<file path="config.mk">
export PLATFORM = sky130hd
export DESIGN_NAME = fetch_unit
export DESIGN_NICKNAME = d
export VERILOG_FILES = /design/src/rtl/rv32_pkg.sv /design/src/rtl/fetch_fifo.sv /design/src/rtl/fetch_unit.sv
export SDC_FILE = /design/constraint.sdc
export NUM_CORES = 1
export LEC_CHECK = 0
export CORE_MARGIN = 2
export CORE_UTILIZATION = 45
export DETAILED_ROUTE_END_ITERATION = 12
export PLACE_DENSITY = 0.78
export SYNTH_ARGS = -nofsm -noshare
export SYNTH_HDL_FRONTEND = slang
export SYNTH_HIERARCHICAL = 1
export SYNTH_SLANG_ARGS = --single-unit
</file>
<file path="constraint.sdc">
create_clock -name clk -period 2.75 [get_ports clk]
set_clock_uncertainty 0.1 [all_clocks]
set_input_delay 0.4125 -clock clk [delete_from_list [all_inputs] [get_ports clk]]
set_output_delay 0.4125 -clock clk [all_outputs]
set_load 0.005 [all_outputs]
</file>
<file path="src/rtl/rv32_pkg.sv">
// Shared RV32 definitions: opcodes, ALU op encodings, reset PC, NOP word,
// fetch FSM states and the fetch buffer entry layout.
package rv32_pkg;

  localparam logic [31:0] RV_RESET_PC = 32'h0000_0000;
  localparam logic [31:0] RV_NOP      = 32'h0000_0013;  // addi x0, x0, 0

  localparam logic [6:0] OPC_LUI    = 7'b0110111;
  localparam logic [6:0] OPC_AUIPC  = 7'b0010111;
  localparam logic [6:0] OPC_JAL    = 7'b1101111;
  localparam logic [6:0] OPC_JALR   = 7'b1100111;
  localparam logic [6:0] OPC_BRANCH = 7'b1100011;
  localparam logic [6:0] OPC_LOAD   = 7'b0000011;
  localparam logic [6:0] OPC_STORE  = 7'b0100011;
  localparam logic [6:0] OPC_OP_IMM = 7'b0010011;
  localparam logic [6:0] OPC_OP     = 7'b0110011;

  typedef enum logic [3:0] {
    ALU_ADD, ALU_SUB, ALU_SLL, ALU_SLT, ALU_SLTU,
    ALU_XOR, ALU_SRL, ALU_SRA, ALU_OR,  ALU_AND
  } alu_op_e;

  typedef enum logic [1:0] {
    FS_IDLE = 2'd0,
    FS_RUN  = 2'd1,
    FS_HALT = 2'd2
  } fetch_state_e;

  typedef struct packed {
    logic [31:0] pc;
    logic [31:0] instr;
  } fetch_entry_t;

  // Force a byte address onto a word boundary.
  function automatic logic [31:0] word_align(input logic [31:0] a);
    return {a[31:2], 2'b00};
  endfunction

endpackage

</file>
<file path="src/rtl/fetch_fifo.sv">
// Synchronous FIFO for fetched {pc, instr} entries with push/pop/flush.
// Flush wins over push and pop; a pop on empty and a push on full without a
// simultaneous pop are ignored.
module fetch_fifo #(
  parameter int DEPTH = 2,
  parameter int W     = 64
) (
  input  logic                   clk,
  input  logic                   rst_n,
  input  logic                   push,
  input  logic                   pop,
  input  logic                   flush,
  input  logic [W-1:0]           din,
  output logic [W-1:0]           dout,
  output logic [$clog2(DEPTH):0] count,
  output logic                   full,
  output logic                   empty
);
  localparam int AW = $clog2(DEPTH);
  localparam int CW = AW + 1;

  logic [W-1:0]  mem_q [DEPTH];
  logic [W-1:0]  mem_d [DEPTH];
  logic [AW-1:0] wr_q, wr_d, rd_q, rd_d;
  logic [CW-1:0] cnt_q, cnt_d;
  logic          push_ok, pop_ok;

  // Status, head and qualified push/pop.
  always_comb begin
    empty   = (cnt_q == '0);
    full    = (cnt_q == CW'(DEPTH));
    count   = cnt_q;
    dout    = mem_q[rd_q];
    pop_ok  = pop && !empty;
    push_ok = push && (!full || pop_ok);
  end

  // Next pointers/storage; flush empties the buffer outright.
  always_comb begin
    mem_d = mem_q;
    wr_d  = wr_q;
    rd_d  = rd_q;
    cnt_d = cnt_q;
    if (flush) begin
      wr_d  = '0;
      rd_d  = '0;
      cnt_d = '0;
    end else begin
      if (push_ok) begin
        mem_d[wr_q] = din;
        wr_d        = wr_q + 1'b1;
      end
      if (pop_ok) rd_d = rd_q + 1'b1;
      cnt_d = cnt_q + CW'(push_ok) - CW'(pop_ok);
    end
  end

  // State registers.
  always_ff @(posedge clk) begin
    if (!rst_n) begin
      for (int i = 0; i < DEPTH; i++) mem_q[i] <= '0;
      wr_q  <= '0;
      rd_q  <= '0;
      cnt_q <= '0;
    end else begin
      mem_q <= mem_d;
      wr_q  <= wr_d;
      rd_q  <= rd_d;
      cnt_q <= cnt_d;
    end
  end

endmodule

</file>
<file path="src/rtl/fetch_unit.sv">
// Instruction fetch stage: PC, credit-limited memory requests, in-order
// response buffering and redirect flushing.
// Optional feature macro: FETCH_ILLEGAL_HALT_EN (halt on decoder illegal flag).
module fetch_unit
  import rv32_pkg::*;
#(
  parameter logic [31:0] RESET_PC   = RV_RESET_PC,
  parameter int          FIFO_DEPTH = 2
) (
  input  logic        clk,
  input  logic        rst_n,
  output logic        imem_req_valid,
  input  logic        imem_req_ready,
  output logic [31:0] imem_req_addr,
  input  logic        imem_rsp_valid,
  input  logic [31:0] imem_rsp_data,
  input  logic        redirect_valid,
  input  logic [31:0] redirect_pc,
  output logic        instr_valid,
  input  logic        instr_ready,
  output logic [31:0] instr,
  output logic [31:0] instr_pc,
  input  logic        illegal_in,
  output logic        halted
);
  localparam int            AW      = $clog2(FIFO_DEPTH);
  localparam int            CW      = AW + 1;
  localparam logic [CW:0]   DEPTH_X = (CW+1)'(FIFO_DEPTH);

  fetch_state_e  state_q, state_d;
  logic [31:0]   pc_q, pc_d;
  logic [CW-1:0] out_q, out_d;
  logic [CW-1:0] drop_q, drop_d;
  logic [31:0]   pcq_q [FIFO_DEPTH];
  logic [31:0]   pcq_d [FIFO_DEPTH];
  logic [AW-1:0] pq_wr_q, pq_wr_d, pq_rd_q, pq_rd_d;

  logic [CW-1:0] fifo_count;
  logic          fifo_full, fifo_empty;
  logic [63:0]   fifo_dout;
  fetch_entry_t  head, push_entry;
  logic          running, req_fire, rsp_fire, redir, push, pop, halt_now;
  logic          unused_ok;

`ifdef FETCH_ILLEGAL_HALT_EN
  assign halt_now  = instr_valid && illegal_in;
  assign halted    = (state_q == FS_HALT);
  assign unused_ok = fifo_full;
`else
  assign halt_now  = 1'b0;
  assign halted    = 1'b0;
  assign unused_ok = fifo_full ^ illegal_in;
`endif

  // Handshakes, credit check and decode-side outputs.
  always_comb begin
    running        = (state_q == FS_RUN);
    imem_req_valid = running && (({1'b0, out_q} + {1'b0, fifo_count}) < DEPTH_X);
    imem_req_addr  = pc_q;
    req_fire       = imem_req_valid && imem_req_ready;
    rsp_fire       = imem_rsp_valid && (out_q != '0);
    redir          = redirect_valid && running;
    head           = fetch_entry_t'(fifo_dout);
    instr_valid    = !fifo_empty && (state_q != FS_HALT);
    instr          = instr_valid ? head.instr : '0;
    instr_pc       = instr_valid ? head.pc    : '0;
    pop            = instr_valid && instr_ready;
    // Words still owed from before a redirect, or arriving with one, are discarded.
    push           = rsp_fire && (drop_q == '0) && !redir && running;
    push_entry     = '{pc: pcq_q[pq_rd_q], instr: imem_rsp_data};
  end

  // FSM next state: one idle cycle after reset, HALT is sticky until reset.
  always_comb begin
    state_d = state_q;
    case (state_q)
      FS_IDLE: state_d = FS_RUN;
      FS_RUN:  if (halt_now) state_d = FS_HALT;
      default: state_d = state_q;
    endcase
  end

  // PC, outstanding and drop counters; redirect overrides the PC increment.
  always_comb begin
    pc_d   = pc_q;
    out_d  = out_q + CW'(req_fire) - CW'(rsp_fire);
    drop_d = drop_q;
    if (req_fire) pc_d = pc_q + 32'd4;
    if (rsp_fire && (drop_q != '0)) drop_d = drop_q - 1'b1;
    if (redirect_valid) begin
      pc_d = word_align(redirect_pc);
      // Everything still in flight after this edge belongs to the old path.
      if (running) drop_d = out_q + CW'(req_fire) - CW'(rsp_fire);
    end
  end

  // Request-PC queue: one slot per outstanding request, popped by every
  // response (dropped or not) so it stays aligned with memory order.
  always_comb begin
    pcq_d   = pcq_q;
    pq_wr_d = pq_wr_q;
    pq_rd_d = pq_rd_q;
    if (req_fire) begin
      pcq_d[pq_wr_q] = pc_q;
      pq_wr_d        = pq_wr_q + 1'b1;
    end
    if (rsp_fire) pq_rd_d = pq_rd_q + 1'b1;
  end

  // State registers.
  always_ff @(posedge clk) begin
    if (!rst_n) begin
      state_q <= FS_IDLE;
      pc_q    <= RESET_PC;
      out_q   <= '0;
      drop_q  <= '0;
      for (int i = 0; i < FIFO_DEPTH; i++) pcq_q[i] <= '0;
      pq_wr_q <= '0;
      pq_rd_q <= '0;
    end else begin
      state_q <= state_d;
      pc_q    <= pc_d;
      out_q   <= out_d;
      drop_q  <= drop_d;
      pcq_q   <= pcq_d;
      pq_wr_q <= pq_wr_d;
      pq_rd_q <= pq_rd_d;
    end
  end

  fetch_fifo #(
    .DEPTH (FIFO_DEPTH),
    .W     ($bits(fetch_entry_t))
  ) u_fifo (
    .clk   (clk),
    .rst_n (rst_n),
    .push  (push),
    .pop   (pop),
    .flush (redir),
    .din   (push_entry),
    .dout  (fifo_dout),
    .count (fifo_count),
    .full  (fifo_full),
    .empty (fifo_empty)
  );

  // A response with nothing outstanding is a memory protocol violation.
  a_rsp_protocol: assert property (@(posedge clk) disable iff (!rst_n)
    !(imem_rsp_valid && (out_q == '0)));

endmodule

</file>
==> impl_metrics.tcl <==
set metrics [dict create \
    grtUsageTotal 0.196 \
    grt_max_degree 169 \
    ant_nets 0 \
    period_minus_slack_ns 2.66 \
    first_global_vias 8749 \
    dieArea_sq_mm 0.0258 \
    via_per_inst 5.23 \
    nFillCells 2118 \
    clkSlewWorstSetupHoldPaths_ns 0.06 \
    period_share 0.967 \
    final-seq-area_sq_mm 0.00459 \
    cts.path.max_buffers 3 \
    pin_count 170 \
    cts.sink_count 229 \
    route.vias.total 8990 \
    power.share.switching 0.241 \
    status "finished, final reports clean" \
    grt_overflow_total 0 \
    netlist_area_sq_mm 0.0111 \
    pwr-share-clk 0.423 \
    dp_hpwl_mm 17.2 \
    drive_above_1_share 0.143 \
    drc 0 \
    setup_tns_ns 0 \
    comb_power_share 0.117 \
    start_util 0.456 \
    start_kind "flip-flop" \
    io_buffers 163 \
    place.gp.congestion 0.872 \
    cts_tree "built" \
    cp-end-kind "primary output" \
    avgSynthCellArea_sq_um 8.93 \
    firstDrtPassIters 5 \
    intPower_mw 5.85 \
    layout.cells.non_filler 1720 \
    p_sw_mw 1.86 \
    hold_path_class "input pin to flip-flop" \
    power.leakage_nw 5.29 \
    maxSlewViolCount 0 \
    design.core.area_sq_mm 0.0242 \
    post-route-util 0.574 \
    placed_cells 1672 \
    die-height_um 161 \
    clock_latency_ns 0.51 \
    fin_nets 1456 \
    antenna_found_initial 0 \
    cp_data_required_time_ns 2.24 \
    drt_wl_total_mm 26.3 \
    grt_pass1_wl_mm 42.9 \
    syn2layout_area_growth_pct 25.9 \
    die_w_um 161 \
    diodes 0 \
    pwr-share-seq 0.460 \
    crit_type "flip-flop to primary output" \
    synth_cells 1239 \
    hold_ws_ns 0.0975 \
    critPathMaxFanout 38 \
    ir_worst_vdd_v 0.000400 \
    routedWlPerCell_um 15.3 \
    finalHoldViolations 0 \
    rows 57 \
    finalSetupViolations 0 \
    cp.arrival_ns 2.15 \
    max_freq_mhz 376 \
    ys_warn_count 6 \
    power_density_mw_per_mm2 554 \
    cts-root-buf "clkbuf_16" \
    htreeDepth 1 \
    cts_made_buffers 25 \
    multi_input_area_sq_mm 0.00596 \
    drt_iter0_markers 600 \
    cap_violations 0 \
    timing.slew.headroom 0.483 \
    tightestPinTransition_ns 0.768 \
]
==> cells in the final DEF, fill, tap and decap left out, types with 19 or more instances in the layout <==
master / count
nand2_1: 335
buf_4: 28
nor2b_1: 68
a21boi_0: 61
clkbuf_16: 25
mux2i_1: 129
o21ai_0: 34
dfxtp_1: 226
nand3_1: 19
mux2_2: 94
clkdlybuf4s50_1: 161
==> worst max-delay path, stage by stage, from the launching register on <==
cell	delay [ns]
dfxtp_4	0.40
buf_12	0.24
mux2_2	0.36
nor2b_1	0.14
clkdlybuf4s50_1	0.46
==> metal layers <==
layer	up-vias	global-route usage	wire [um]
met5	-	0	0
met4	0	0.0528	571
met3	38	0.0289	1460
met2	266	0.318	11900
met1	4201	0.274	12300
li1	4485	-	-
==> state kept, by name (all words and copies together), names as in the netlist, 2 cells and up <==
name and cells:
drop_q 2, u_fifo/count 2, imem_req_addr 30, pcq_q 60, out_q 2, u_fifo/mem_q 128
==> power by group through the flow <==
stage	registers (mW)	clock network [mW]	logic (mW)
3_5_place_dp	3.61	0	0.892
2_1_floorplan	3.57	0	0.569
4_1_cts	3.54	3.34	0.905
5_1_grt	3.56	3.46	0.987
6_report	3.55	3.26	0.906
3_3_place_gp	3.61	0	0.877
==> through the flow <==
| stage | setup WS [ns] | cell area (sq um) | power (mW) |
|---|---|---|---|
| finish | 0.0910 | 13900 | 7.71 |
| floorplan | 0.0380 | 11100 | 4.13 |
| global placement | 0.0928 | 13100 | 4.49 |
| global route | -0.00238 | 13900 | 8.01 |
| detailed placement | 0.0801 | 13100 | 4.51 |
| CTS | 0.0165 | 13900 | 7.78 |
==> final cells by class <==
type	instances	share of cell area
inverters	14	0.00377
multi-input cells	905	0.428
clock inverters	7	0.00467
flip-flops and latches	229	0.330
clock buffers	37	0.0539
well taps	324	0.0291
repair buffers	204	0.151
==> timing repair <==
action,CTS,global route
setup endpoints to repair,1,24
hold buffers,0,0
gates resized for setup,2,7
pin swaps,1,4
buffers inserted,1,3
==> worst paths after layout <==
path	from	to	slack, ns	cells past startpoint
worst min register to register	u_fifo/mem_q[3]	u_fifo/mem_q[3]	0.35	2
worst max-delay path	u_fifo/rd_q	instr_pc[0]	0.09	4
worst min-delay path	rst_n	imem_req_addr[26]	0.1	2
worst max register to register	out_q[0]	drop_q[1]	0.13	11
Note: power is estimated with default switching activity, not from simulation.
